<file path="config.mk">
export PLATFORM = sky130hd
export DESIGN_NAME = lcd_scanout
export DESIGN_NICKNAME = d
export VERILOG_FILES = /design/src/rtl/lcd_scanout.sv
export SDC_FILE = /design/constraint.sdc
export NUM_CORES = 1
export LEC_CHECK = 0
export ABC_AREA = 1
export CAP_MARGIN = 20
export CELL_PAD_IN_SITES_DETAIL_PLACEMENT = 0
export CELL_PAD_IN_SITES_GLOBAL_PLACEMENT = 1
export CORE_ASPECT_RATIO = 1.75
export CORE_MARGIN = 3
export CORE_UTILIZATION = 33
export CTS_BUF_LIST = sky130_fd_sc_hd__clkbuf_4 sky130_fd_sc_hd__clkbuf_8 sky130_fd_sc_hd__clkbuf_16
export CTS_CLUSTER_DIAMETER = 30
export CTS_CLUSTER_SIZE = 10
export DETAILED_ROUTE_END_ITERATION = 16
export PLACE_DENSITY_LB_ADDON = 0.1
export SLEW_MARGIN = 5
export SYNTH_ARGS = -nofsm -noshare
export SYNTH_HDL_FRONTEND = slang
export SYNTH_SLANG_ARGS = --single-unit
</file>
<file path="constraint.sdc">
create_clock -name clk -period 1.4 [get_ports clk]
set_input_delay 0.14 -clock clk [delete_from_list [all_inputs] [get_ports clk]]
set_output_delay 0.14 -clock clk [all_outputs]
set_load 0.01 [all_outputs]
</file>
<file path="src/rtl/lcd_scanout.sv">
// LCD scan-out timing generator with frame-buffer read pointer.
// Produces sync/blank flags and RGB888 from a 15-bit RGB555 frame buffer.
module lcd_scanout #(
  parameter int H_ACTIVE = 160,
  parameter int H_FP     = 16,
  parameter int H_SYNC   = 8,
  parameter int H_BP     = 32,
  parameter int V_ACTIVE = 144,
  parameter int V_FP     = 3,
  parameter int V_SYNC   = 3,
  parameter int V_BP     = 4
) (
  input  logic        clk,
  input  logic        reset,
  input  logic        ce_pix,
  input  logic        on,
  output logic [14:0] rd_addr,
  input  logic [14:0] rd_data,
  output logic [7:0]  r,
  output logic [7:0]  g,
  output logic [7:0]  b,
  output logic        hs,
  output logic        vs,
  output logic        hblank,
  output logic        vblank,
  output logic        de
);

  localparam int H_TOTAL = H_ACTIVE + H_FP + H_SYNC + H_BP;
  localparam int V_TOTAL = V_ACTIVE + V_FP + V_SYNC + V_BP;
  localparam int HW = $clog2(H_TOTAL);
  localparam int VW = $clog2(V_TOTAL);

  localparam logic [HW-1:0] H_LAST = HW'(H_TOTAL - 1);
  localparam logic [HW-1:0] H_ACT  = HW'(H_ACTIVE);
  localparam logic [HW-1:0] HS_BEG = HW'(H_ACTIVE + H_FP);
  localparam logic [HW-1:0] HS_END = HW'(H_ACTIVE + H_FP + H_SYNC);
  localparam logic [VW-1:0] V_LAST = VW'(V_TOTAL - 1);
  localparam logic [VW-1:0] V_ACT  = VW'(V_ACTIVE);
  localparam logic [VW-1:0] VS_BEG = VW'(V_ACTIVE + V_FP);
  localparam logic [VW-1:0] VS_END = VW'(V_ACTIVE + V_FP + V_SYNC);

  logic [HW-1:0] hcnt;
  logic [VW-1:0] vcnt;
  logic [14:0]   ptr;
  logic          h_act;
  logic          v_act;
  logic          act;
  logic          hs_n;
  logic          vs_n;

  // Decode region flags of the current raster position.
  always_comb begin
    h_act = (hcnt < H_ACT);
    v_act = (vcnt < V_ACT);
    act   = h_act && v_act;
    hs_n  = (hcnt >= HS_BEG) && (hcnt < HS_END);
    vs_n  = (vcnt >= VS_BEG) && (vcnt < VS_END);
  end

  // Raster counters: advance one pixel per ce_pix, wrap line then frame.
  always_ff @(posedge clk or posedge reset) begin
    if (reset) begin
      hcnt <= '0;
      vcnt <= '0;
    end else if (ce_pix) begin
      if (hcnt == H_LAST) begin
        hcnt <= '0;
        if (vcnt == V_LAST) vcnt <= '0;
        else                vcnt <= vcnt + VW'(1);
      end else begin
        hcnt <= hcnt + HW'(1);
      end
    end
  end

  // Linear read pointer: counts active pixels, cleared in vblank and when off.
  always_ff @(posedge clk or posedge reset) begin
    if (reset) begin
      ptr <= '0;
    end else if (ce_pix) begin
      if (!on || !v_act) ptr <= '0;
      else if (h_act)    ptr <= ptr + 15'd1;
    end
  end

  assign rd_addr = ptr;

  // Output stage: register flags and colour of the current position.
  always_ff @(posedge clk or posedge reset) begin
    if (reset) begin
      r      <= '0;
      g      <= '0;
      b      <= '0;
      hs     <= 1'b0;
      vs     <= 1'b0;
      de     <= 1'b0;
      hblank <= 1'b1;
      vblank <= 1'b1;
    end else if (ce_pix) begin
      hblank <= !h_act;
      vblank <= !v_act;
      de     <= act;
      hs     <= hs_n;
      vs     <= vs_n;
      if (act && on) begin
        r <= {rd_data[4:0],   rd_data[4:2]};
        g <= {rd_data[9:5],   rd_data[9:7]};
        b <= {rd_data[14:10], rd_data[14:12]};
      end else if (act) begin
        r <= 8'hFF;
        g <= 8'hFF;
        b <= 8'hFF;
      end else begin
        r <= 8'h00;
        g <= 8'h00;
        b <= 8'h00;
      end
    end
  end

endmodule

</file>
# After elaboration in Yosys (flattened, before gate mapping)
# Index checks and enable logic that the tools add are counted.
dict set report classes {
  muxes 8
  n_eq_ne 2
  n_reduce_logical 11
  order_cmp 6
  addsub 3
}
# cell count
set op_table {}
lappend op_table {{$mux W8} 6}
lappend op_table {{$lt A8 B8 Y1 const B} 4}
lappend op_table {{$mux W15} 2}
lappend op_table {{$add A8 B1 Y8 const B} 2}
lappend op_table {{$eq A8 B8 Y1 const B} 2}
lappend op_table {{$ge A8 B8 Y1 const B} 2}
lappend op_table {{$add A15 B1 Y15 const B} 1}
lappend op_table {{$logic_and A1 B1 Y1} 4}
lappend op_table {{$reduce_and A2 Y1} 2}
lappend op_table {{$logic_not A1 Y1} 3}
lappend op_table {{$reduce_bool A2 Y1} 1}
lappend op_table {{$logic_or A1 B1 Y1} 1}
dict set report word_totals {
  elab_cells 41
  inputBits 19
  regBits 60
}

# Depth between registers and ports, before layout
dict set report depth {
  ltp_word 5
  depth_mapped 9
}

# Worst setup path before layout
# No wires, ideal clock.
dict set report synth_timing {
  path_kind {register to register}
  startpoint {register ptr[0] (netlist: rd_addr[0])}
  endpoint {register ptr[12] (netlist: rd_addr[12])}
  path_buffers 0
  path_slack_ns 0.021
  t_required_ns 1.284
  path_stages_with_launch 9
  arrival_ns 1.263
  cell_sequence {dfrtp_1 ha_1 nand2_1 nor2_1 nand2_1 o21ai_0 nand2_1 nand2_1 nand2_1}
}
dict set report synth_via {
  elab_chain_cells 3
}
# item line_no
set synth_lines {}
lappend synth_lines {{start, declared} 45} ;# logic [14:0] ptr;
lappend synth_lines {{start signal, assigned} 83} ;# else if (h_act) ptr <= ptr + 15'd1;
lappend synth_lines {{$add A15 B1 Y15} 83}
lappend synth_lines {{$mux W15} 83}
lappend synth_lines {{$mux W15} 82} ;# if (!on || !v_act) ptr <= '0;
# No other way between the ends. The select of a mux whose other input is x is not followed.
# A chain may end at the register's enable or synchronous reset.

# Final worst setup path
dict set report layout_timing {
  startpoint {register r[2]}
  endpoint {output port r[2]}
}
# item line_no
set layout_lines {}
lappend layout_lines {{start, declared} 19} ;# output logic [7:0] r,
lappend layout_lines {{start signal, assigned} 107} ;# r <= {rd_data[4:0], rd_data[4:2]};
# No word-level cell between the ends.

==> metrics.cfg <==
[logic_synthesis]
yosysUniqueCellTypes=35
yosysMostFrequentCell=nand2_1
syn_avg_cell_area_sq_um=7.832
synthTopCellsByCount=nand2_1, dfrtp_1, inv_1
syn_area_sq_mm=0.002866
synth_top_cell_by_area=dfrtp_1
ys_ff_latch=51
synth_ff_type=dfrtp_1
synth_top_cell_area_share=0.4278
synthTopCellsByArea=dfrtp_1, nand2_1, nand3_1
async_flop_share=1.000
yosysWarnings=0
synthesis.instances=366
synth-edff-count=0
synth_nets=389
ys_seq_area_frac=0.4461

[cells_and_area]
fillers=867
instances_no_fill=573
utilization=0.4951
ff_latch_area_sq_mm=0.001284
drive_gt1_frac=0.2009
area_growth_pct=44.52
multi_input_area_sq_mm=0.001414
nets=480
n_antenna_cell=0

[clocking]
clk_latency_ns=0.29
tritoncts=done
cts.sinks=51
ctsHtreeMaxLevel=2
clk_path_buf_depth=2
path_clk_slew_ns=0.07
cts_made_buffers=5
root_buffer=clkbuf_16
postCtsHoldBufs=0

[setup_path]
cp-start-kind=flip-flop
crit_path_end_kind=output port
worstPathRequired_ns=1.26
worst_ep_arrival_time_ns=1.22
path_class=reg2out
cp.depth=1
reg2reg_to=rd_addr[6]
regToRegSetupSlack_ns=0.11
path_buf_inv=1
cp-endpoint=r[2]
r2r_cells=6
path_max_fanout=3
slowest_delay_ns=0.55
crit_slowest_cell=clkdlybuf4s50_1
cpLargestDelayFamily=buffers and inverters
r2r_start=rd_addr[0]
worstPathCellList=clkdlybuf4s50_1
critPathLaunch=r[2]

[global_routing]
grt_pass1_vias=2737
overflow=0
grt_antenna_before_repair=0
grt_usage=0.1630
grt_pass1_wl_um=12830
grt_max_degree=52

[detailed_routing]
drc_errors=0
vias_per_cell=4.682
via_count=2683
wl_um=7644
drt_iter0_markers=124
antenna_left=0
dr.pass1.iters=4
routedWlPerCell_um=13.34

[floorplanning]
placeableCoreArea_sq_mm=0.008368
initial_core_util=0.3426
rows=44
die_h_um=129.3
die_area_sq_mm=0.009885
die_w_um=76.46
pin_count=63

[timing]
setup_violations=0
final-max-slew-violation-count=0
rsz0062_at_grt=false
tns_ns=0
hold_viol=0
finClkSkew_ns=0.007000
setup_ws_ns=0.03650
period_share=0.9739
max_slew_margin=0.8035
period_minus_slack_ns=1.363
tightest_slew_ns=0.2947
fmax_ghz=0.7334

[placement]
dp.cells=556
hpwl_um=5644
gp_congestion=0.8760
dp_slack_ns=-0.1662
portBuffers=62

[power]
p_leak_nw=2.046
power_w=0.005019
power-per-cell-area_mw_per_mm2=1211
ir_drop_mv=0.7316

[status]
status=complete, no violations

[run]
maxCapViolCount=0

[hold_path]
holdCritPathClass=in2async

## repair_timing
item | in CTS | in global routing
gates cloned | 0 | 0
resized for setup | 15 | 32
pin swaps | 0 | 3
hold endpoints to repair | 0 | 0
setup buffers | 8 | 1
endpoints found under the setup margin | 20 | 32
## cell type report
cell class | count | area share
clock buffer | 6 | 0.03352
clock inverter | 2 | 0.008457
inverter | 36 | 0.03262
multi-input combinational | 260 | 0.3413
sequential | 51 | 0.3099
tap | 115 | 0.03473
timing repair buffer | 103 | 0.2395
## through the flow
step	area (sq um)	hold WS (ns)
5_1_grt	4143	0.2246
4_1_cts	4033	0.2175
3_3_place_gp	3794	0.4688
2_1_floorplan	2867	0.2712
3_5_place_dp	3794	0.4644
6_report	4143	0.2010
## where the power goes
part / switching, W / internal [W]
clock: 0.000554 / 0.000890
combinational: 0.000801 / 0.000793
sequential: 0.000256 / 0.00172
## worst reg2reg max path, cell delays in order, from the launching register on
cell and delay (ns):
dfrtp_1 0.42, ha_4 0.17, nand3_1 0.14, nor2_2 0.19
xor2_1 0.17, nand3_1 0.09, nand2_1 0.06
## registers in the layout (all words and copies together) (netlist names)
name     flops
rd_addr     15
hcnt         8
vcnt         8
b            5
g            5
r            5
de           1
hblank       1
hs           1
vblank       1
vs           1
## kinds of logic (layout without fill, tap and decap cells)
| logic type | count (synthesis) | count (layout) | share of synthesized area |
|---|---|---|---|
| DFF | 51 | 51 | 0.4461 |
| buffers and inverters | 55 | 147 | 0.09166 |
| AOI/OAI and AO/OA | 42 | 42 | 0.09603 |
| xor gates and xnor gates | 9 | 9 | 0.02750 |
| and+or+nand+nor | 205 | 205 | 0.3213 |
| adders and majority gates | 4 | 4 | 0.01746 |
## cells in the final DEF (no fill, tap or decap), types with 2 or more instances in the layout
cell	Yosys	final
o21bai_1	2	2
xor2_1	8	8
nand3_2	2	2
ha_1	4	2
nand2_4	2	3
dfrtp_2	0	4
nand4_1	8	8
nand2_2	2	3
nor2_4	3	6
inv_2	2	4
o2111ai_1	10	10
buf_4	9	37
nand3_1	29	29
inv_1	33	31
clkbuf_16	0	5
nor3_2	1	2
nor2_1	30	21
a21oi_1	4	4
dfrtp_1	49	45
nand2_1	118	116
o21ai_0	16	15
ha_4	0	2
dlygate4sd2_1	0	9
buf_12	0	4
dfstp_2	2	2
clkdlybuf4s50_1	0	43
o21ai_1	6	6
dlymetal6s2s_1	0	10
o21ai_2	2	2
nor2_2	3	9
nor3_1	3	2
## layer usage
| metal | vias up | GRT usage | routed length, um |
|---|---|---|---|
| li1 | 1357 | - | - |
| met1 | 1266 | 0.1704 | 3053 |
| met2 | 52 | 0.3178 | 4152 |
| met3 | 8 | 0.03129 | 316 |
| met4 | 0 | 0.06297 | 121 |
| met5 | - | 0 | 0 |
## worst min-delay path by stage
stage | startpoint | to | slack (ns) | depth (start not counted)
after floorplan | rd_data[10] | b[3] | 0.27 | 2
after global placement | de | de | 0.47 | 2
after detailed placement | r[3] | r[3] | 0.46 | 2
after CTS | reset | rd_addr[14] | 0.22 | 3
after global routing | reset | rd_addr[2] | 0.22 | 3
final | reset | rd_addr[2] | 0.20 | 3
No activity file was read; power rests on OpenSTA's default activity.
